## config.mk

```make
export PLATFORM = sky130hd
export DESIGN_NAME = mosi_frame_sequencer
export DESIGN_NICKNAME = d
export VERILOG_FILES = /design/src/rtl/mosi_frame_sequencer_pkg.sv /design/src/rtl/mosi_frame_sequencer_aux_index_ctr.sv /design/src/rtl/mosi_frame_sequencer.sv
export SDC_FILE = /design/constraint.sdc
export NUM_CORES = 1
export LEC_CHECK = 0
export ABC_CLOCK_PERIOD_IN_PS = 2700
export CAP_MARGIN = 25
export CELL_PAD_IN_SITES_DETAIL_PLACEMENT = 1
export CELL_PAD_IN_SITES_GLOBAL_PLACEMENT = 1
export CORE_UTILIZATION = 36
export DETAILED_ROUTE_END_ITERATION = 10
export GPL_TIMING_DRIVEN = 0
export PLACE_DENSITY_LB_ADDON = 0.15
export SLEW_MARGIN = 20
export SYNTH_ARGS = -nofsm -noshare
export SYNTH_HDL_FRONTEND = slang
export SYNTH_HIERARCHICAL = 1
export SYNTH_SLANG_ARGS = --single-unit
```

## constraint.sdc

```tcl
create_clock -name clk -period 2.7 [get_ports clk]
set_input_delay 0.27 -clock clk [delete_from_list [all_inputs] [get_ports clk]]
set_output_delay 0.27 -clock clk [all_outputs]
set_load 0.1 [all_outputs]
```

## src/rtl/mosi_frame_sequencer_pkg.sv

```systemverilog
// ---------------------------------------------------------------------------
// mosi_frame_sequencer_pkg
// Shared constants and the sequencer state encoding for one acquisition frame
// of MOSI command slots: NUM_CONVERT CONVERT slots followed by NUM_AUX
// auxiliary slots whose commands are fetched from external command-list RAM.
// ---------------------------------------------------------------------------
package mosi_frame_sequencer_pkg;

    localparam int NUM_CONVERT   = 32;
    localparam int NUM_AUX       = 3;
    localparam int AUX_ADDR_W    = 10;
    localparam int NUM_SLOTS     = NUM_CONVERT + NUM_AUX;
    localparam int AUX_SLOT_BASE = NUM_CONVERT;
    localparam int CMD_W         = 16;
    localparam int CH_W          = 6;

    typedef enum logic [2:0] {
        ST_IDLE      = 3'd0,
        ST_START     = 3'd1,
        ST_CONV      = 3'd2,
        ST_FETCH     = 3'd3,
        ST_LATCH     = 3'd4,
        ST_AUX       = 3'd5,
        ST_FRAME_END = 3'd6
    } state_t;

endpackage

```

## src/rtl/mosi_frame_sequencer_aux_index_ctr.sv

```systemverilog
// ---------------------------------------------------------------------------
// mosi_frame_sequencer_aux_index_ctr
// Read index for one auxiliary command-list bank.
// Ports:
//   clk, reset_n   clock, synchronous active-low reset
//   i_clr          zero the index (gated to IDLE by the parent)
//   i_advance      step the index once per completed frame
//   i_end          last index of the list
//   i_loop         index reloaded after i_end has been used
//   o_index        current read index
// ---------------------------------------------------------------------------
module mosi_frame_sequencer_aux_index_ctr
    import mosi_frame_sequencer_pkg::*;
(
    input  logic                  clk,
    input  logic                  reset_n,
    input  logic                  i_clr,
    input  logic                  i_advance,
    input  logic [AUX_ADDR_W-1:0] i_end,
    input  logic [AUX_ADDR_W-1:0] i_loop,
    output logic [AUX_ADDR_W-1:0] o_index
);

    logic [AUX_ADDR_W-1:0] r_index;

    // After the end entry the list restarts at loop; otherwise step by one.
    // A loop value above end simply counts on through the natural 2^W wrap.
    function automatic logic [AUX_ADDR_W-1:0] next_index(
        input logic [AUX_ADDR_W-1:0] idx,
        input logic [AUX_ADDR_W-1:0] last,
        input logic [AUX_ADDR_W-1:0] reload
    );
        if (idx == last) begin
            next_index = reload;
        end else begin
            next_index = idx + AUX_ADDR_W'(1);
        end
    endfunction

    // Index register: cleared by reset or clr, stepped once per frame.
    always_ff @(posedge clk) begin
        if (!reset_n) begin
            r_index <= {AUX_ADDR_W{1'b0}};
        end else if (i_clr) begin
            r_index <= {AUX_ADDR_W{1'b0}};
        end else if (i_advance) begin
            r_index <= next_index(r_index, i_end, i_loop);
        end else begin
            r_index <= r_index;
        end
    end

    assign o_index = r_index;

endmodule

```

## src/rtl/mosi_frame_sequencer.sv

```systemverilog
// ---------------------------------------------------------------------------
// mosi_frame_sequencer
// Walks one frame of MOSI command slots (CONVERT 0..31, then aux 32..34),
// handshaking every slot with the SPI shift engine and fetching each aux
// command from its own command-list RAM bank.
// Ports:
//   clk, reset_n            clock, synchronous active-low reset
//   run, continuous         framing enable; continuous ignores max_frames
//   max_frames              frame budget when continuous=0
//   settle_req              captured at frame start into dsp_settle
//   aux_end, aux_loop       per-bank end / reload indices (bank0 in LSBs)
//   index_clr               zero all bank indices (IDLE only)
//   aux_mem_*               command-list RAM read port (1-cycle latency)
//   channel, dsp_settle,
//   aux_cmd                 command selector inputs
//   cmd_valid, cmd_ready    slot handshake with the SPI engine
//   busy, frame_done,
//   frame_count             status
// ---------------------------------------------------------------------------
module mosi_frame_sequencer
    import mosi_frame_sequencer_pkg::*;
(
    input  logic                          clk,
    input  logic                          reset_n,
    input  logic                          run,
    input  logic                          continuous,
    input  logic [31:0]                   max_frames,
    input  logic                          settle_req,
    input  logic [NUM_AUX*AUX_ADDR_W-1:0] aux_end,
    input  logic [NUM_AUX*AUX_ADDR_W-1:0] aux_loop,
    input  logic                          index_clr,
    output logic                          aux_mem_rd_en,
    output logic [1:0]                    aux_mem_sel,
    output logic [AUX_ADDR_W-1:0]         aux_mem_addr,
    input  logic [CMD_W-1:0]              aux_mem_rdata,
    output logic [CH_W-1:0]               channel,
    output logic                          dsp_settle,
    output logic [CMD_W-1:0]              aux_cmd,
    output logic                          cmd_valid,
    input  logic                          cmd_ready,
    output logic                          busy,
    output logic                          frame_done,
    output logic [31:0]                   frame_count
);

    localparam logic [CH_W-1:0] LAST_CONV = CH_W'(AUX_SLOT_BASE - 1);
    localparam logic [CH_W-1:0] LAST_SLOT = CH_W'(NUM_SLOTS - 1);

    state_t                r_state;
    logic [CH_W-1:0]       r_channel;
    logic                  r_dsp_settle;
    logic [CMD_W-1:0]      r_aux_cmd;
    logic                  r_cmd_valid;
    logic                  r_rd_en;
    logic [1:0]            r_sel;
    logic [AUX_ADDR_W-1:0] r_addr;
    logic                  r_busy;
    logic                  r_frame_done;
    logic [31:0]           r_frame_count;

    logic                  w_clr;
    logic                  w_advance;
    logic [AUX_ADDR_W-1:0] w_index [NUM_AUX];
    logic [1:0]            w_next_sel;
    logic [AUX_ADDR_W-1:0] w_next_addr;

    assign w_clr     = index_clr && (r_state == ST_IDLE);
    assign w_advance = (r_state == ST_FRAME_END);

    for (genvar b = 0; b < NUM_AUX; b++) begin : g_bank
        mosi_frame_sequencer_aux_index_ctr u_idx (
            .clk       (clk),
            .reset_n   (reset_n),
            .i_clr     (w_clr),
            .i_advance (w_advance),
            .i_end     (aux_end[b*AUX_ADDR_W +: AUX_ADDR_W]),
            .i_loop    (aux_loop[b*AUX_ADDR_W +: AUX_ADDR_W]),
            .o_index   (w_index[b])
        );
    end

    // Bank and address for the next FETCH: bank 0 after the last CONVERT
    // slot, otherwise the bank after the one just served.
    always_comb begin
        w_next_sel  = 2'd0;
        w_next_addr = {AUX_ADDR_W{1'b0}};
        if (r_state == ST_AUX) begin
            w_next_sel = r_sel + 2'd1;
        end else begin
            w_next_sel = 2'd0;
        end
        case (w_next_sel)
            2'd0:    w_next_addr = w_index[0];
            2'd1:    w_next_addr = w_index[1];
            2'd2:    w_next_addr = w_index[2];
            default: w_next_addr = {AUX_ADDR_W{1'b0}};
        endcase
    end

    // Frame sequencer FSM; every output is a register updated here.
    always_ff @(posedge clk) begin
        if (!reset_n) begin
            r_state       <= ST_IDLE;
            r_channel     <= {CH_W{1'b0}};
            r_dsp_settle  <= 1'b0;
            r_aux_cmd     <= {CMD_W{1'b0}};
            r_cmd_valid   <= 1'b0;
            r_rd_en       <= 1'b0;
            r_sel         <= 2'd0;
            r_addr        <= {AUX_ADDR_W{1'b0}};
            r_busy        <= 1'b0;
            r_frame_done  <= 1'b0;
            r_frame_count <= 32'd0;
        end else begin
            r_rd_en      <= 1'b0;
            r_frame_done <= 1'b0;
            case (r_state)
                ST_IDLE: begin
                    r_cmd_valid <= 1'b0;
                    if (run && (continuous || (max_frames != 32'd0))) begin
                        r_state       <= ST_START;
                        r_busy        <= 1'b1;
                        r_frame_count <= 32'd0;
                    end else begin
                        r_state <= ST_IDLE;
                        r_busy  <= 1'b0;
                    end
                end
                ST_START: begin
                    r_dsp_settle <= settle_req;
                    r_channel    <= {CH_W{1'b0}};
                    r_cmd_valid  <= 1'b1;
                    r_state      <= ST_CONV;
                end
                ST_CONV: begin
                    // cmd_valid stays high across consecutive CONVERT slots
                    if (cmd_ready) begin
                        r_channel <= r_channel + CH_W'(1);
                        if (r_channel == LAST_CONV) begin
                            r_cmd_valid <= 1'b0;
                            r_rd_en     <= 1'b1;
                            r_sel       <= w_next_sel;
                            r_addr      <= w_next_addr;
                            r_state     <= ST_FETCH;
                        end
                    end
                end
                ST_FETCH: begin
                    r_state <= ST_LATCH;
                end
                ST_LATCH: begin
                    r_aux_cmd   <= aux_mem_rdata;
                    r_cmd_valid <= 1'b1;
                    r_state     <= ST_AUX;
                end
                ST_AUX: begin
                    if (cmd_ready) begin
                        r_channel   <= r_channel + CH_W'(1);
                        r_cmd_valid <= 1'b0;
                        if (r_channel == LAST_SLOT) begin
                            r_frame_done  <= 1'b1;
                            r_frame_count <= r_frame_count + 32'd1;
                            r_state       <= ST_FRAME_END;
                        end else begin
                            r_rd_en <= 1'b1;
                            r_sel   <= w_next_sel;
                            r_addr  <= w_next_addr;
                            r_state <= ST_FETCH;
                        end
                    end
                end
                ST_FRAME_END: begin
                    // frame_count already includes the frame just finished
                    if (!run || (!continuous && (r_frame_count == max_frames))) begin
                        r_state <= ST_IDLE;
                        r_busy  <= 1'b0;
                    end else begin
                        r_state <= ST_START;
                    end
                end
                default: begin
                    r_state     <= ST_IDLE;
                    r_busy      <= 1'b0;
                    r_cmd_valid <= 1'b0;
                end
            endcase
        end
    end

    assign aux_mem_rd_en = r_rd_en;
    assign aux_mem_sel   = r_sel;
    assign aux_mem_addr  = r_addr;
    assign channel       = r_channel;
    assign dsp_settle    = r_dsp_settle;
    assign aux_cmd       = r_aux_cmd;
    assign cmd_valid     = r_cmd_valid;
    assign busy          = r_busy;
    assign frame_done    = r_frame_done;
    assign frame_count   = r_frame_count;

endmodule

```

Word level (Yosys, flattened, before mapping)
Cells that the tools add are included.

Word-level logic and storage cells: 111. Bits of input ports: 115. Output and inout port bits: 71. Register bits after elaboration: 104.

Reduce and logical (&&, ||, !) cells: 25. Multiplexer cells: 41. Eq/ne operators: 22. Add/sub/neg operators: 6. Bitwise gates (word level): 3.

Operators with widths (number): 2-to-1 mux 32 bit (3); 2-to-1 mux 10 bit (7); one-hot mux 32 bit (2 select lines) (1); adder 32 x 1 -> 32 bit (second input constant) (1); == test 32 bit (1); nonzero test 32 bit (1); adder 10 x 1 -> 10 bit (second input constant) (3); == test 10 bit (3); one-hot mux 10 bit (3 select lines) (1); one-hot mux 3 bit (7 select lines) (1); one-hot mux 10 bit (2 select lines) (1); 2-to-1 mux 1 bit (12); 2-to-1 mux 3 bit (4); one-hot mux 6 bit (2 select lines) (1); 2-to-1 mux 2 bit (5); != test 2 bit (second input constant) (5); == test 3 bit (second input constant) (3); AND reduction 4 bit (2); OR reduction 2 bit (4); adder 6 x 1 -> 6 bit (second input constant) (1); == test 3 x 2 -> 1 bit (second input constant) (2); == test 6 x 5 -> 1 bit (second input constant) (1); == test 6 bit (second input constant) (1); 2-to-1 mux 6 bit (1); other kinds (20) (32).

Depth between registers and ports, before layout
Gate-level depths: netlist (run 1).

Depth after elaboration: 7. Depth in mapped cells: 9. Depth with buffers taken out: 7.

Cells and area by module
The synthesis (run 1) kept the hierarchy.

Modules (own cells, without submodules): mosi_frame_sequencer (cells each 550, instances 1, area each 4352.9 um^2, sequential area each 1481.4 um^2); mosi_frame_sequencer_aux_index_ctr (cells each 93, instances 3, area each 792.0 um^2, sequential area each 200.2 um^2).

Worst setup path after synthesis (run 1)
No wires, ideal clock.

Path kind: flip-flop to flip-flop. Start: register r_frame_count[7], in the netlist frame_count[7]. End: register r_frame_count[29], in the netlist frame_count[29]. Data arrival time: 2.748 ns. Library setup time: 0.072 ns. Slack: -0.120 ns. Cell stages (with the launch flop): 6. Path buffers: 0. Path through: dfxtp_1 -> nand4_1 -> nor4_2 -> nand4_1 -> a2111oi_4 -> mux2i_1.

Word-level cells in the longest chain between the ends: 4.

RTL lines: start, declared (line mosi_frame_sequencer.sv:59) `logic [31:0] r_frame_count;`; start signal, assigned (line mosi_frame_sequencer.sv:162) `r_frame_count <= r_frame_count + 32'd1;`; adder 32 x 1 -> 32 bit (line mosi_frame_sequencer.sv:162); 2-to-1 mux 32 bit (line mosi_frame_sequencer.sv:160) `if (r_channel == LAST_SLOT) begin`; 2-to-1 mux 32 bit (line mosi_frame_sequencer.sv:157) `if (cmd_ready) begin`; one-hot mux 32 bit (2 select lines) (line mosi_frame_sequencer.sv:117) `case (r_state)`.

Every way passes these cells. The select of a mux whose other input is x is not followed. A chain may end at the register's enable or synchronous reset.

Worst setup path after layout (run 1)
Start: register r_state[1]. End: register g_bank[0].u_idx.r_index[9].

Elaborated cells on any way between the ends: 4. Classes of those cells: eq/ne (1); reduce/logical (3).

RTL lines: start, declared (line mosi_frame_sequencer.sv:49) `state_t r_state;`; start signal, assigned (line mosi_frame_sequencer.sv:103) `r_state <= ST_IDLE;`; start signal, assigned (line mosi_frame_sequencer.sv:121) `r_state <= ST_START;`; start signal, assigned (line mosi_frame_sequencer.sv:125) `r_state <= ST_IDLE;`; == test 3 bit (line mosi_frame_sequencer.sv:68) `assign w_advance = (r_state == ST_FRAME_END);`; net w_advance (line mosi_frame_sequencer.sv:62) `logic w_advance;`; end signal, assigned (line mosi_frame_sequencer_aux_index_ctr.sv:45) `r_index <= {AUX_ADDR_W{1'b0}};`; end signal, assigned (line mosi_frame_sequencer_aux_index_ctr.sv:47) `r_index <= next_index(r_index, i_end, i_loop);`; end signal, assigned (line mosi_frame_sequencer_aux_index_ctr.sv:49) `r_index <= r_index;`; end, declared (line mosi_frame_sequencer_aux_index_ctr.sv:24) `logic [AUX_ADDR_W-1:0] r_index;`.

The timed path passes the listed nets, and every way through them passes these cells.

==> results of run 1 <==
[through the flow]
stage / util [%] / std cells / setup slack [ps] / total power, W / instance area (µm²)
after floorplan: - / 829 / -47.9 / 0.00201 / 6730
after global placement: 48.9 / 1243 / -751 / 0.00232 / 8870
after detailed placement: 48.9 / 1243 / -768 / 0.00233 / 8870
after CTS: 50.6 / 1259 / 28.7 / 0.00363 / 9190
after global routing: 50.8 / 1260 / 22.9 / 0.00375 / 9210
final: 50.8 / 1260 / 196 / 0.00360 / 9210
[placed cells by master, fill, tap and decap left out, types with 23 or more instances in the layout]
cell type	count
a21oi_1	52
a31oi_1	36
clkdlybuf4s50_1	185
dfxtp_1	100
mux2i_1	27
nand2_1	128
nand2b_1	43
nand3_1	26
nand4_1	25
nor2_1	27
nor2b_1	26
o21ai_0	23
xnor2_1	57
[tightest hold or removal path, delay by kind of cell, from the launching register on]
| kind | cells | cell delay, ps |
|---|---|---|
| AOI/OAI and AO/OA | 1 | 50 |
| DFF | 1 | 310 |
| and+or+nand+nor | 1 | 50 |
[worst max-delay path by stage]
stage	start	end	slack (ps)	depth (start not counted)
2_1_floorplan	frame_count[10]	frame_count[29]	-50	5
3_3_place_gp	max_frames[28]	frame_count[15]	-750	7
3_5_place_dp	max_frames[27]	frame_count[19]	-770	7
4_1_cts	r_state[2]	g_bank[1].u_idx/o_index[4]	30	9
5_1_grt	r_state[1]	g_bank[1].u_idx/o_index[1]	20	8
6_report	r_state[1]	g_bank[0].u_idx/o_index[9]	200	8
[layer usage]
layer / part of all wire, % / track usage (%) / vias to the layer above
li1: - / - / 3390
met1: 47 / 31.4 / 3331
met2: 48 / 41.5 / 159
met3: 3.3 / 2.62 / 22
met4: 1.4 / 6.96 / 0
met5: 0 / 0 / -
[flip-flops by register name, summed over array words and instances (netlist names)]
signal / count
dsp_settle: 1
frame_done: 1
aux_mem_rd_en: 1
aux_mem_addr: 10
busy: 1
channel: 6
aux_mem_sel: 2
aux_cmd: 16
r_state: 3
cmd_valid: 1
frame_count: 32
g_bank.u_idx/o_index: 30
[cell families after synthesis]
logic type               count (synthesis)  share of synthesized area (%)
buffers and inverters                   61                           4.46
AO/OA/AOI/OAI                          176                           17.5
AND/OR/NAND/NOR                        385                           32.8
adder cells (fa/ha/maj)                  6                           1.12
multiplexers                            28                           4.18
flip-flops                             104                           30.9
XOR/XNOR                                69                           8.98
[area by class of cell]
class                      instances  area, µm²  area share [%]
inverter                          12       45.0           0.489
sequential                       104       2090            22.7
timing repair buffer             187       1860            20.2
buffer                            48        265            2.88
tap                              229        287            3.11
clock inverter                     5       38.8           0.421
clock buffer                      11        243            2.64
multi-input combinational        664       4380            47.6
[what timing repair did]
action | CTS | global route
hold endpoints to repair | 0 | 0
setup endpoints to repair | 50 | 32
pin swaps | 1 | 0
gates resized for setup | 9 | 12
setup buffers | 1 | 0
[power breakdown]
group	leakage (nW)	switching, W	internal (W)	total (W)
logic	1.88	0.000404	0.000318	0.000722
registers	0.840	0.0000208	0.00156	0.00158
clock network	0.137	0.000640	0.000660	0.00130
total	2.85	0.00107	0.00253	0.00360
==> flow_metrics.env, run 1 <==
export IMPL_worstPathCellList="clkbuf_1 -> nand2_1 -> nor2_2 -> clkbuf_2 -> clkbuf_2 -> nor2b_1 -> a31oi_1 -> a21oi_2"
export IMPL_ys_seq_area_share_pct=30.9
export IMPL_antennaDiodeCount=0
export IMPL_peakVddDrop_v=0.000301
export IMPL_maxCapViolCount=0
export IMPL_max_slew_margin_rel_pct=28.5
export IMPL_grt_max_degree=20
export IMPL_period_needed_ps=2500
export IMPL_synth_seq_cells=104
export IMPL_worst_pin_slew_ps=1070
export IMPL_rows=49
export IMPL_drt_iter0_markers=388
export IMPL_viasPerCell=5.48
export IMPL_synth_top_area_cell="dfxtp_1"
export IMPL_grt_pass1_vias=6980
export IMPL_fin_tns_setup_ps=0
export IMPL_rsz0062_at_grt="no"
export IMPL_min_period_over_period_pct=92.7
export IMPL_crit_fanout=19
export IMPL_worstSetupPathType="reg -> reg"
export IMPL_synth_edff_count=0
export IMPL_critical_path_top_delay_family="buffers and inverters"
export IMPL_synth_commonest_cells="nand2_1, dfxtp_1, xnor2_1"
export IMPL_r2r_setup_slack_ps=200
export IMPL_cp_slowest_cell="dfxtp_1"
export IMPL_hold_viol=0
export IMPL_synth_most_common_cell="nand2_1"
export IMPL_setup_viol_count_final=0
export IMPL_track_usage_pct=24.0
export IMPL_violations="DRC"
export IMPL_power_density_nw_per_um2=391
export IMPL_cts_tree="yes"
export IMPL_drtAntennaViolNets=0
export IMPL_leakage_nw=2.85
export IMPL_worstPathRequired_ps=2920
export IMPL_yosys_top_cells_area="dfxtp_1, xnor2_1, nand2_1"
export IMPL_cts_buffer_depth=2
export IMPL_hpwl_um=17500
export IMPL_critPathBufInv=3
export IMPL_core_um2=18100
export IMPL_h_tree_depth=3
export IMPL_syn_instance_count=829
export IMPL_die_h_um=139
export IMPL_drt_wirelength_per_cell_um=18.0
export IMPL_reg2reg_depth=8
export IMPL_max_freq_mhz=399
export IMPL_clkLatencyLatePin_ps=360
export IMPL_drtPass1Iterations=8
export IMPL_cpMostUsedCell="clkbuf_2"
export IMPL_critPathCaptureType="flop"
export IMPL_synth_top_area_share_pct=30.9
export IMPL_min_from="aux_cmd[4]"
export IMPL_hold_class="reg -> reg"
export IMPL_start_util_pct=37.1
export IMPL_min_to="aux_cmd[4]"
export IMPL_totalWireLength_um=22700
export IMPL_gp_congestion=0.828
export IMPL_cts_buffers=9
export IMPL_die_area_um2=19200
export IMPL_grt_antenna_before_repair=0
export IMPL_fin_skew_ps=10.4
export IMPL_ys_warn_count=6
export IMPL_syn_area_per_cell_um2=8.12
export IMPL_final_net_count=1147
export IMPL_critPathLaunchType="flop"
export IMPL_grt_pass1_wl_um=37200
export IMPL_route_detailed_drc=17
export IMPL_area_growth_pct=36.9
export IMPL_maxSlewViolCount=0
export IMPL_cts_sinks=104
export IMPL_synth_fp_nets=950
export IMPL_postSynth_asyncResetShare_pct=0
export IMPL_timing_hold_ws_ps=457
export IMPL_gr_total_overflow=0
export IMPL_hold_depth=2
export IMPL_max_stage_delay_ps=430
export IMPL_synth_flop_cell="dfxtp_1"
export IMPL_num_io_pins=186
export IMPL_drive_above_1_share_pct=7.95
export IMPL_r2r_start="r_state[1]"
export IMPL_root_buffer="clkbuf_16"
export IMPL_arrival_ps=2730
export IMPL_status="finished with violations"
export IMPL_worstReg2RegEnd="g_bank[0].u_idx/o_index[9]"
export IMPL_dr_total_vias=6902
export IMPL_io_buffers=185
export IMPL_yosysUniqueCellTypes=66
export IMPL_fillers=2186
export IMPL_synth_area_um2=6730
export IMPL_clkTransAtPathRegs_ps=70
export IMPL_hold_buffers=0
export IMPL_die_x_um=139
Note: power is estimated with default switching activity, not from simulation.
==> run 2: changes to the inputs <==
--- a/config.mk
+++ b/config.mk
@@ -12,6 +12,7 @@
 export CORE_UTILIZATION = 36
 export DETAILED_ROUTE_END_ITERATION = 10
 export GPL_TIMING_DRIVEN = 0
+export MAX_ROUTING_LAYER = met4
 export PLACE_DENSITY_LB_ADDON = 0.15
 export SLEW_MARGIN = 20
 export SYNTH_ARGS = -nofsm -noshare
==> constraint.sdc (replaced) <==
create_clock -name clk -period 2.7 [get_ports clk]
set_input_delay 0.27 -clock clk [delete_from_list [all_inputs] [get_ports clk]]
set_output_delay 0.27 -clock clk [all_outputs]
set_load 0.05 [all_outputs]
==> flow_metrics.env, run 2 (synthesis results as in run 1) <==
export IMPL_layout_commonest_cell="clkdlybuf4s50_1"
export IMPL_rows=49
export IMPL_maxSlewViolCount=0
export IMPL_cts_buffers=9
export IMPL_dr_total_vias=6935
export IMPL_root_buffer="clkbuf_16"
export IMPL_viasPerCell=5.48
export IMPL_critPathCaptureType="flop"
export IMPL_clkTransAtPathRegs_ps=80
export IMPL_utilization_pct=51.0
export IMPL_cts_buffer_depth=2
export IMPL_min_period_over_period_pct=94.0
export IMPL_period_needed_ps=2540
export IMPL_status="finished with violations"
export IMPL_largest_register_ffs=32
export IMPL_io_buffers=185
export IMPL_drtAntennaViolNets=0
export IMPL_die_h_um=139
export IMPL_worstReg2RegEnd="frame_count[14]"
export IMPL_min_from="aux_mem_rdata[13]"
export IMPL_setup_viol_count_final=0
export IMPL_cts_tree="yes"
export IMPL_p_sw_share_pct=29.0
export IMPL_clkPwrFrac_pct=37.1
export IMPL_p_comb_share_pct=18.6
export IMPL_multi_input_area_um2=4380
export IMPL_drt_iter0_markers=295
export IMPL_drtPass1Iterations=10
export IMPL_regArea_um2=2080
export IMPL_hold_class="in -> reg"
export IMPL_cts_sinks=104
export IMPL_max_slew_margin_rel_pct=43.7
export IMPL_start_util_pct=37.1
export IMPL_r2r_start="channel[1]"
export IMPL_fin_area_um2=9260
export IMPL_drive_above_1_share_pct=7.91
export IMPL_die_x_um=139
export IMPL_grt_antenna_before_repair=0
export IMPL_peakVddDrop_v=0.000291
export IMPL_h_tree_depth=3
export IMPL_area_growth_pct=37.6
export IMPL_rsz0062_at_grt="no"
export IMPL_final_cell_mix="clkdlybuf4s50_1, nand2_1, dfxtp_1"
export IMPL_worstSetupPathType="in -> reg"
export IMPL_max_freq_mhz=394
export IMPL_critPathLaunchType="primary input"
export IMPL_stdcell_count=1266
export IMPL_leakage_nw=2.88
export IMPL_totalWireLength_um=22800
export IMPL_hpwl_um=17400
export IMPL_drt_wirelength_per_cell_um=18.0
export IMPL_track_usage_pct=24.5
export IMPL_gp_congestion=0.845
export IMPL_switchingPower_w=0.00103
export IMPL_crit_fanout=10
export IMPL_grt_max_degree=20
export IMPL_timing_hold_ws_ps=456
export IMPL_clkLatencyLatePin_ps=360
export IMPL_core_um2=18100
export IMPL_antennaDiodeCount=0
export IMPL_power_frac_seq_pct=44.3
export IMPL_min_to="aux_cmd[13]"
export IMPL_gr_total_overflow=0
export IMPL_die_area_um2=19200
export IMPL_grt_pass1_wl_um=36900
export IMPL_total_power_w=0.00356
export IMPL_hold_depth=3
export IMPL_num_io_pins=186
export IMPL_worstPathRequired_ps=2990
export IMPL_worst_pin_slew_ps=839
export IMPL_intPower_w=0.00252
export IMPL_final_net_count=1153
export IMPL_arrival_ps=2820
export IMPL_power_density_nw_per_um2=384
export IMPL_fin_skew_ps=13.0
export IMPL_placed_area_um2=8870
export IMPL_grt_pass1_vias=6960
export IMPL_r2r_setup_slack_ps=170
export IMPL_placed_cells_incl_taps=1243
export IMPL_maxCapViolCount=0
export IMPL_reg2reg_depth=7
export IMPL_violations="DRC"
export IMPL_route_detailed_drc=15
export IMPL_hold_viol=0
export IMPL_fillers=2194
## run 2: worst max-delay path by stage
stage / slack [ps] / end / start
2_1_floorplan: 290 / frame_count[29] / frame_count[7]
3_3_place_gp: -830 / frame_count[15] / max_frames[27]
3_5_place_dp: -890 / frame_count[15] / max_frames[27]
4_1_cts: 3 / frame_count[12] / max_frames[27]
5_1_grt: 2 / frame_count[12] / max_frames[28]
6_report: 160 / frame_count[10] / max_frames[28]
## run 2: timing repair
item / 4_1_cts / 5_1_grt
cloned: 0 / 0
gates resized for setup: 9 / 7
pin swaps: 1 / 3
setup buffers: 2 / 5
hold buffers: 0 / 0
endpoints found under the setup margin: 52 / 42
## run 2: layout make-up
type | instances | area share (%)
Multi-Input combinational cell | 664 | 47.3
Clock inverter | 7 | 0.703
Sequential cell | 104 | 22.5
Timing Repair Buffer | 193 | 20.6
Clock buffer | 9 | 2.43
Tap cell | 229 | 3.09
Buffer | 48 | 2.84
Inverter | 12 | 0.486
## run 2: per-stage QoR
| stage | setup WS, ps | TNS, ps |
|---|---|---|
| final | 163 | 0 |
| after floorplan | 289 | 0 |
| after CTS | 3.31 | 0 |
| after global routing | 2.05 | 0 |
| after global placement | -829 | -27200 |
| after detailed placement | -895 | -29030 |
## run 2: critical path: stages
cell	delay [ps]
clkdlybuf4s50_1	460
nor4_1	530
nand4_1	180
buf_4	220
buf_4	140
o31ai_1	440
nand2_1	360
a21oi_1	230
## run 2: power by group through the flow
stage | Combinational, W | Sequential [W] | Clock, W
after floorplan | 0.000281 | 0.00167 | 0
after global placement | 0.000646 | 0.00161 | 0
after detailed placement | 0.000653 | 0.00161 | 0
after CTS | 0.000664 | 0.00158 | 0.00136
after global routing | 0.000712 | 0.00158 | 0.00142
final | 0.000662 | 0.00158 | 0.00132
## run 2: per-layer routing
layer	GRT usage (%)	wire length, µm	vias to the layer above
met5	-	0	-
li1	-	-	3402
met1	30.0	10100	3329
met4	6.67	352	0
met2	42.0	11300	177
met3	3.59	1100	27
